--- config.mk ---
export PLATFORM = sky130hd
export DESIGN_NAME = uart_rx
export DESIGN_NICKNAME = d
export VERILOG_FILES = /design/src/rtl/uart_rx.sv
export SDC_FILE = /design/constraint.sdc
export NUM_CORES = 1
export LEC_CHECK = 0
export CORE_UTILIZATION = 25
export DETAILED_ROUTE_END_ITERATION = 10
export PLACE_DENSITY = 0.37
export SLEW_MARGIN = 25
export SYNTH_ARGS = -nofsm -noshare
export SYNTH_HDL_FRONTEND = slang
export SYNTH_SLANG_ARGS = --single-unit
--- constraint.sdc ---
create_clock -name clk -period 2.65 [get_ports clk]
set_input_delay 0.53 -clock clk [delete_from_list [all_inputs] [get_ports clk]]
set_output_delay 0.53 -clock clk [all_outputs]
set_load 0.005 [all_outputs]
--- src/rtl/uart_rx.sv ---
// uart_rx: 8N1 UART receiver, mid-bit sampling, one-cycle valid/frame-error pulses.
// Ports:
//   clk       - single clock, rising edge
//   rst_n     - asynchronous active-low reset
//   rx        - serial line, asynchronous to clk, idle high
//   rx_data   - last correctly framed byte (held between rx_valid pulses)
//   rx_valid  - one-cycle pulse, rx_data updated in the same cycle
//   frame_err - one-cycle pulse when the stop bit is sampled low
//   rx_busy   - high whenever the receiver is not idle
// Build option: define UART_RX_MAJORITY_EN to take each bit as the majority of
// three consecutive synchronized samples ending at the sample point.
module uart_rx #(
    parameter int CLK_FREQ  = 50000000,
    parameter int BAUD_RATE = 9600
) (
    input  logic       clk,
    input  logic       rst_n,
    input  logic       rx,
    output logic [7:0] rx_data,
    output logic       rx_valid,
    output logic       frame_err,
    output logic       rx_busy
);
    localparam int CLKS_PER_BIT = CLK_FREQ / BAUD_RATE;
    localparam int HALF_BIT     = CLKS_PER_BIT / 2;
    localparam logic [15:0] BIT_END  = 16'(CLKS_PER_BIT - 1);
    localparam logic [15:0] HALF_END = 16'(HALF_BIT - 1);

    typedef enum logic [2:0] {IDLE, START, DATA, STOP, WAIT_HIGH} state_t;

    state_t      state_q, state_d;
    logic [15:0] cnt_q, cnt_d;
    logic [2:0]  idx_q, idx_d;
    logic [7:0]  shift_q, shift_d;
    logic [7:0]  rx_data_q, rx_data_d;
    logic        rx_valid_q, rx_valid_d;
    logic        frame_err_q, frame_err_d;
    logic        sync_q, rx_s_q;
    logic        samp;

    always_ff @(posedge clk or negedge rst_n) begin
        if (!rst_n) begin
            sync_q <= 1'b1;
            rx_s_q <= 1'b1;
        end else begin
            sync_q <= rx;
            rx_s_q <= sync_q;
        end
    end

`ifdef UART_RX_MAJORITY_EN
    // hist_q holds rx_s from the two previous cycles; the counter advances every
    // cycle inside a bit, so these line up with counter values S-1 and S-2.
    logic [1:0] hist_q, hist_d;
    assign hist_d = {hist_q[0], rx_s_q};
    always_ff @(posedge clk or negedge rst_n) begin
        if (!rst_n) hist_q <= 2'b11;
        else        hist_q <= hist_d;
    end
    assign samp = (rx_s_q & hist_q[0]) | (rx_s_q & hist_q[1]) | (hist_q[0] & hist_q[1]);
`else
    assign samp = rx_s_q;
`endif

    always_comb begin
        state_d     = state_q;
        cnt_d       = cnt_q;
        idx_d       = idx_q;
        shift_d     = shift_q;
        rx_data_d   = rx_data_q;
        rx_valid_d  = 1'b0;
        frame_err_d = 1'b0;
        case (state_q)
            IDLE: begin
                if (!rx_s_q) begin
                    state_d = START;
                    cnt_d   = 16'd0;
                end
            end
            START: begin
                if (cnt_q == HALF_END) begin
                    cnt_d   = 16'd0;
                    idx_d   = 3'd0;
                    state_d = samp ? IDLE : DATA;
                end else begin
                    cnt_d = cnt_q + 16'd1;
                end
            end
            DATA: begin
                if (cnt_q == BIT_END) begin
                    shift_d[idx_q] = samp;
                    cnt_d          = 16'd0;
                    idx_d          = idx_q + 3'd1;
                    state_d        = (idx_q == 3'd7) ? STOP : DATA;
                end else begin
                    cnt_d = cnt_q + 16'd1;
                end
            end
            STOP: begin
                if (cnt_q == BIT_END) begin
                    cnt_d       = 16'd0;
                    rx_data_d   = samp ? shift_q : rx_data_q;
                    rx_valid_d  = samp;
                    frame_err_d = !samp;
                    state_d     = samp ? IDLE : WAIT_HIGH;
                end else begin
                    cnt_d = cnt_q + 16'd1;
                end
            end
            WAIT_HIGH: begin
                // A held-low line (break) reports once, then waits for idle.
                if (rx_s_q) state_d = IDLE;
            end
            default: state_d = IDLE;
        endcase
    end

    always_ff @(posedge clk or negedge rst_n) begin
        if (!rst_n) begin
            state_q     <= IDLE;
            cnt_q       <= 16'd0;
            idx_q       <= 3'd0;
            shift_q     <= 8'h00;
            rx_data_q   <= 8'h00;
            rx_valid_q  <= 1'b0;
            frame_err_q <= 1'b0;
        end else begin
            state_q     <= state_d;
            cnt_q       <= cnt_d;
            idx_q       <= idx_d;
            shift_q     <= shift_d;
            rx_data_q   <= rx_data_d;
            rx_valid_q  <= rx_valid_d;
            frame_err_q <= frame_err_d;
        end
    end

    assign rx_data   = rx_data_q;
    assign rx_valid  = rx_valid_q;
    assign frame_err = frame_err_q;
    assign rx_busy   = (state_q != IDLE);
endmodule
Word level (Yosys, flattened, before mapping):

Cells that the tools add are included.

* bits in registers: 42
* input port bits: 3
* word-level logic and storage cells: 60

* $add $sub $neg: 2
* $lt $le $gt $ge: 2
* eq/ne operators: 12
* mux-type cells: 23
* reductions and logical operators: 12

Operators with widths (count)
* two-way mux 16 bit: 3
* case mux 16 bit (3 select lines): 1
* two-way mux 3 bit: 8
* adder 16 x 1 -> 16 bit (second input constant): 1
* == test 16 x 12 -> 1 bit (second input constant): 1
* == test 16 x 13 -> 1 bit (second input constant): 1
* case mux 3 bit (5 select lines): 1
* != test 2 bit (second input constant): 5
* bitwise mux 8 bit: 1
* == test 3 x 2 -> 1 bit (second input constant): 2
* == test 3 bit (second input constant): 2
* two-way mux 1 bit: 6
* case mux 3 bit (2 select lines): 1
* AND reduction 3 bit: 2
* nonzero test 3 bit: 2
* AND reduction 5 bit: 1
* < comparator 3 x 4 -> 1 bit (second input constant): 1
* AND reduction 2 bit: 2
* adder 3 x 1 -> 3 bit (second input constant): 1
* demux 1 bit (select 3 bit): 1
* == test 3 x 1 -> 1 bit (second input constant): 1
* >= comparator 3 x 1 -> 1 bit (second input constant): 1
* logical NOT 3 bit: 1
* two-way mux 2 bit: 1
* 4 further kinds: 4

Longest topological paths before layout:

* word-level depth: 5
* depth in mapped cells: 7
* gate-level depth less buffers: 6

Worst setup path before layout:

OpenSTA, ideal clock, no wires.

* kind: register -> register
* start: register cnt_q[0]
* end: register shift_q[7]
* arrival: 2287 ps
* setup slack: 236 ps
* cell stages (with the launch flop): 8
* period minus slack after synthesis: 2414 ps
* path through: dfrtp_1 > ha_1 > or4bb_1 > or4_4 > nor3_4 > buf_6 > nand4_1 > mux2_1

* word-level cells in the longest chain between the ends: 2

RTL lines
* start: declaration: line 32 `logic [15:0] cnt_q, cnt_d;`
* start signal: assignment: line 129 `cnt_q <= cnt_d;`
* == test 16 x 13 -> 1 bit: line 90 `if (cnt_q == BIT_END) begin`
* AND reduction 2 bit (no line)
* end signal: assignment: line 131 `shift_q <= shift_d;`
* end: declaration: line 34 `logic [7:0] shift_q, shift_d;`

No other way between the ends.
A chain may end at the register's enable or synchronous reset.

Worst setup path after layout:

* start: register cnt_q[1]
* end: register shift_q[4]

The elaborated chain is that of the path after synthesis.

==> flow_results.org <==
** Die
- Number of top-level design ports :: 14
- The initial utilization of the core area, before any placement, comes to 0.2574.
- The die covers 8789 um2.
- Die W :: 93.75 um
- From bottom edge to top edge, the die measures 93.75 um.
- The floorplan has 33 rows.
- Core area :: roughly 8200 um2

** Worst setup path
- RR Endpoint :: shift_q[4]$_DFFE_PN0P_
- At the worst endpoint, the arrival time is approximately 2.8 ns.
- The worst setup path is captured at a flop.
- CP required :: 2.83 ns
- Kind of start point of the critical path :: flop
- Beginning of the worst register-to-register path :: cnt_q[1]$_DFFE_PN0P_
- Along the worst path, the maximum fanout reaches 5.
- Critical Setup Path Class :: flop to flop
- The signal on the critical path passes through ha_1 > or4bb_1 > or4_4 > nor3_4 > buf_4 > and4bb_2 > mux2_2.
- Worst reg2reg setup slack :: about 0.058 ns
- Worst stage delay on the critical path :: 0.50 ns
- Counting both buffers and inverters, the worst setup path holds a total of 1.
- Family with the most delay on the worst path :: simple AND/OR/NAND/NOR gates
- In this run the number of cells on the critical path is 7.
- Length in cells of the worst reg-to-reg path :: 7
- The slowest stage of the critical path is the sky130_fd_sc_hd__or4bb_1 cell.

** Logic synthesis
- Cells after synthesis :: 199
- Share of Yosys cell area claimed by the top area cell type :: 0.4756
- Number of library cell types mapped by synthesis :: 43
- For this run, the number of Yosys warnings is 0.
- The synthesized design contains 0 enable-type register cells.
- Post-synth top area cell :: sky130_fd_sc_hd__dfrtp_1
- Sequential element share of the synthesized area :: 0.5006
- In this run the mean area of a mapped cell was 10.58 um2.
- Total nets after synthesis :: 205
- The synthesized design contains 42 register bits.
- Synthesized area :: between 2000 and 2500 um2
- By instance count, the leading cell after synthesis is sky130_fd_sc_hd__dfrtp_1.
- Most area-consuming cells after synthesis :: sky130_fd_sc_hd__dfrtp_1, sky130_fd_sc_hd__mux2_2, sky130_fd_sc_hd__o21ai_0
- Share of async-settable or async-resettable flops after synthesis :: 1.000
- The most used flip-flop cell after synthesis is sky130_fd_sc_hd__dfrtp_1.
- Most frequent cells after synthesis :: sky130_fd_sc_hd__dfrtp_1, sky130_fd_sc_hd__nand2_1, sky130_fd_sc_hd__o21ai_0

** Timing
- Period utilisation layout :: 0.9782
- Minimum hold slack :: ~0.16 ns
- Final number of max-transition violations :: 0
- Minimum clock period :: 2.592 ns
- Unrepaired setup endpoints after global routing :: yes
- The count of endpoints failing hold in the final timing report came to 0.
- Highest Clock Rate :: 0.3858 GHz
- The worst pin sits at a relative slew slack of 0.5887.
- On the final layout, the worst clock skew is 0.007516 ns.
- Setup violations remaining at the end of the flow were counted as 0.
- Pin slew with the least headroom to its limit :: 0.6113 ns

** Drt
- Post-detailed-route via-to-cell ratio :: 4.757
- In this run, the number of DRC markers left after iteration 0 of detailed routing was 57.
- Post-DR wirelength/cell :: 14.23 um
- Detailed-routing iteration count for the pre-antenna-repair pass :: 4
- Post-route DRC :: 0
- Across all layers, the routed design uses approximately 1600 vias.
- Post-detailed-route count of antenna-violating nets :: 0
- Routed WL :: 4739 um

** Job
- Max-cap violations in this run came to 0.

** Global route
- Largest net degree at the start of global routing :: 26
- After global routing the overflow that remains totals 0.
- The initial antenna violation count came to 0.
- For this run, the total global-route usage over all layers was measured as 0.1208.
- Vias in the first global route :: 1547
- The first global-routing pass estimated 7948 um of wire.

** Pwr
- For this design the total switching power over the nets is 0.0002633 W.
- In this run the static leakage power is 1.134 nW.
- VDD IR max :: between 0.00015 and 0.0002 V
- Power per cell area :: roughly 430 nW/um2
- The share of total power dissipated in sequential elements is 0.588.
- Switching part of the total :: 0.2392
- Clock power share :: 0.396
- The share of total power dissipated in combinational logic is 0.016.
- The internal power of the cells totals ~0.00084 W.

** Placed design
- At the end of routability-driven placement, the weighted congestion stood at 0.6970.
- Once detailed placement completed, the half-perimeter wirelength came to between 3000 and 4000 um.
- Count of buffers from port buffering :: 13
- Post-placement cell count :: 324

** CTS
- The number of clock buffers added by TritonCTS is 5.
- Clock transition at path regs :: 0.09 ns
- TritonCTS built the clock tree.
- At the later pin of the worst-skew pair, clock insertion delay measures ~0.29 ns.
- H-tree depth reported by CTS :: 2
- Number of hold buffers added after cts :: 0
- Counting along the longest clock path gives a buffer depth of 2.
- CTS placed an instance of sky130_fd_sc_hd__clkbuf_8 at the clock tree root.
- Clock sink count :: 42

** Final layout
- Non-filler instance count after layout :: ~330
- Utilization after layout :: 0.3130
- Diode insertion count for antenna repair :: 0
- Relative to the synthesized area, the layout overhead comes to 21.58%.
- Final layout net count :: 233
- In the final layout, the share of cells above drive strength 1 is 0.2149.
- Fill cells in the final layout number 840.

** Min path
- Classification of the worst-slack hold path :: input pin to async pin

** Outcome
- The run finished with clean final reports.
worst register-to-register path: stages (launching register included):
cell                       delay [ns]
sky130_fd_sc_hd__dfrtp_1         0.39
sky130_fd_sc_hd__ha_1            0.19
sky130_fd_sc_hd__or4bb_1         0.50
sky130_fd_sc_hd__or4_4           0.49
sky130_fd_sc_hd__nor3_4          0.20
sky130_fd_sc_hd__buf_4           0.16
sky130_fd_sc_hd__and4bb_2        0.22
sky130_fd_sc_hd__mux2_2          0.33
through the flow:
step / area (um2) / worst slack (ns) / power [W] / TNS, ns
final: 2559 / 0.05777 / 0.001100 / 0
after detailed placement: 2457 / 0.09864 / 0.0006789 / 0
after floorplan: 2105 / 0.2356 / 0.0006602 / 0
after global placement: 2457 / 0.1429 / 0.0006798 / 0
after global routing: 2559 / -0.03331 / 0.001171 / -0.03331
after CTS: 2551 / 0.08592 / 0.001127 / 0
registers in the layout, summed over array words and instances (netlist names):
signal	flops
rx_s_q	1
cnt_q	16
idx_q	3
state_q	3
shift_q	8
rx_data	8
sync_q	1
frame_err	1
rx_valid	1
area by class of cell:
type                       count  area, um2  share of cell area
clock buffer                   5      68.82             0.02689
inverter                       5      18.77            0.007335
timing repair buffer          30      277.8              0.1086
clock inverter                 3      25.02            0.009780
tap                          105      131.4             0.05134
sequential                    42       1054              0.4117
multi-input combinational    143      983.4              0.3844
kinds of logic (layout without fill, tap and decap cells):
family / count (synthesis) / in the layout / share of synthesized area
compound gates: 39 / 39 / 0.1094
xor+xnor: 5 / 5 / 0.02081
fa+ha+maj: 3 / 3 / 0.01784
buf+inv: 14 / 43 / 0.03210
flops: 42 / 42 / 0.5006
mux: 17 / 17 / 0.09037
simple gates: 79 / 79 / 0.2289
timing repair:
action                                  CTS  global route
buffers inserted                          0             1
endpoints found under the setup margin    0             2
gates resized for setup                   0             0
metal layers:
metal  wire length (um)  vias to the layer above  GRT usage
met5                  0                        -          0
met4                 24                        0    0.02692
met3                118                        2    0.03641
met2               2288                       24     0.2013
met1               2307                      780     0.1530
li1                   -                      778          -
power groups by stage:
| stage | clock, W | combinational, W | sequential [W] |
|---|---|---|---|
| 2_1_floorplan | 0 | 0.00000319 | 0.000657 |
| 3_3_place_gp | 0 | 0.0000198 | 0.000660 |
| 3_5_place_dp | 0 | 0.0000194 | 0.000660 |
| 4_1_cts | 0.000461 | 0.0000194 | 0.000647 |
| 5_1_grt | 0.000501 | 0.0000215 | 0.000648 |
| 6_report | 0.000436 | 0.0000180 | 0.000647 |
layout by cell type, fill, tap and decap left out, types with 2 or more instances in the layout:
cell type	synthesis	routed
sky130_fd_sc_hd__dfrtp_1	40	40
sky130_fd_sc_hd__nand2_1	18	18
sky130_fd_sc_hd__o21ai_0	17	17
sky130_fd_sc_hd__buf_4	1	15
sky130_fd_sc_hd__nor2_1	12	12
sky130_fd_sc_hd__clkdlybuf4s50_1	0	12
sky130_fd_sc_hd__mux2_2	11	11
sky130_fd_sc_hd__a21oi_1	11	11
sky130_fd_sc_hd__nand3_1	9	9
sky130_fd_sc_hd__or3_1	6	6
sky130_fd_sc_hd__mux2_1	5	5
sky130_fd_sc_hd__inv_1	5	5
sky130_fd_sc_hd__a21o_1	5	5
sky130_fd_sc_hd__clkbuf_8	0	5
sky130_fd_sc_hd__nand4b_1	4	4
sky130_fd_sc_hd__or4_4	3	3
sky130_fd_sc_hd__nor4_1	3	3
sky130_fd_sc_hd__nand4_1	3	3
sky130_fd_sc_hd__nor3_1	3	3
sky130_fd_sc_hd__xor2_1	3	3
sky130_fd_sc_hd__ha_1	3	3
sky130_fd_sc_hd__or4bb_1	2	2
sky130_fd_sc_hd__nand3b_1	2	2
sky130_fd_sc_hd__nor3_4	2	2
sky130_fd_sc_hd__a22o_1	2	2
sky130_fd_sc_hd__and4_1	2	2
sky130_fd_sc_hd__and3_1	2	2
sky130_fd_sc_hd__xnor2_1	2	2
sky130_fd_sc_hd__buf_12	0	2
sky130_fd_sc_hd__dfstp_2	2	2
worst max-delay path by stage:
stage / from / end
2_1_floorplan: cnt_q[0]$_DFFE_PN0P_ / shift_q[7]$_DFFE_PN0P_
3_3_place_gp: cnt_q[1]$_DFFE_PN0P_ / shift_q[3]$_DFFE_PN0P_
3_5_place_dp: cnt_q[1]$_DFFE_PN0P_ / shift_q[3]$_DFFE_PN0P_
4_1_cts: cnt_q[1]$_DFFE_PN0P_ / shift_q[3]$_DFFE_PN0P_
5_1_grt: cnt_q[1]$_DFFE_PN0P_ / shift_q[4]$_DFFE_PN0P_
6_report: cnt_q[1]$_DFFE_PN0P_ / shift_q[4]$_DFFE_PN0P_
No activity file was read; power rests on OpenSTA's default activity.
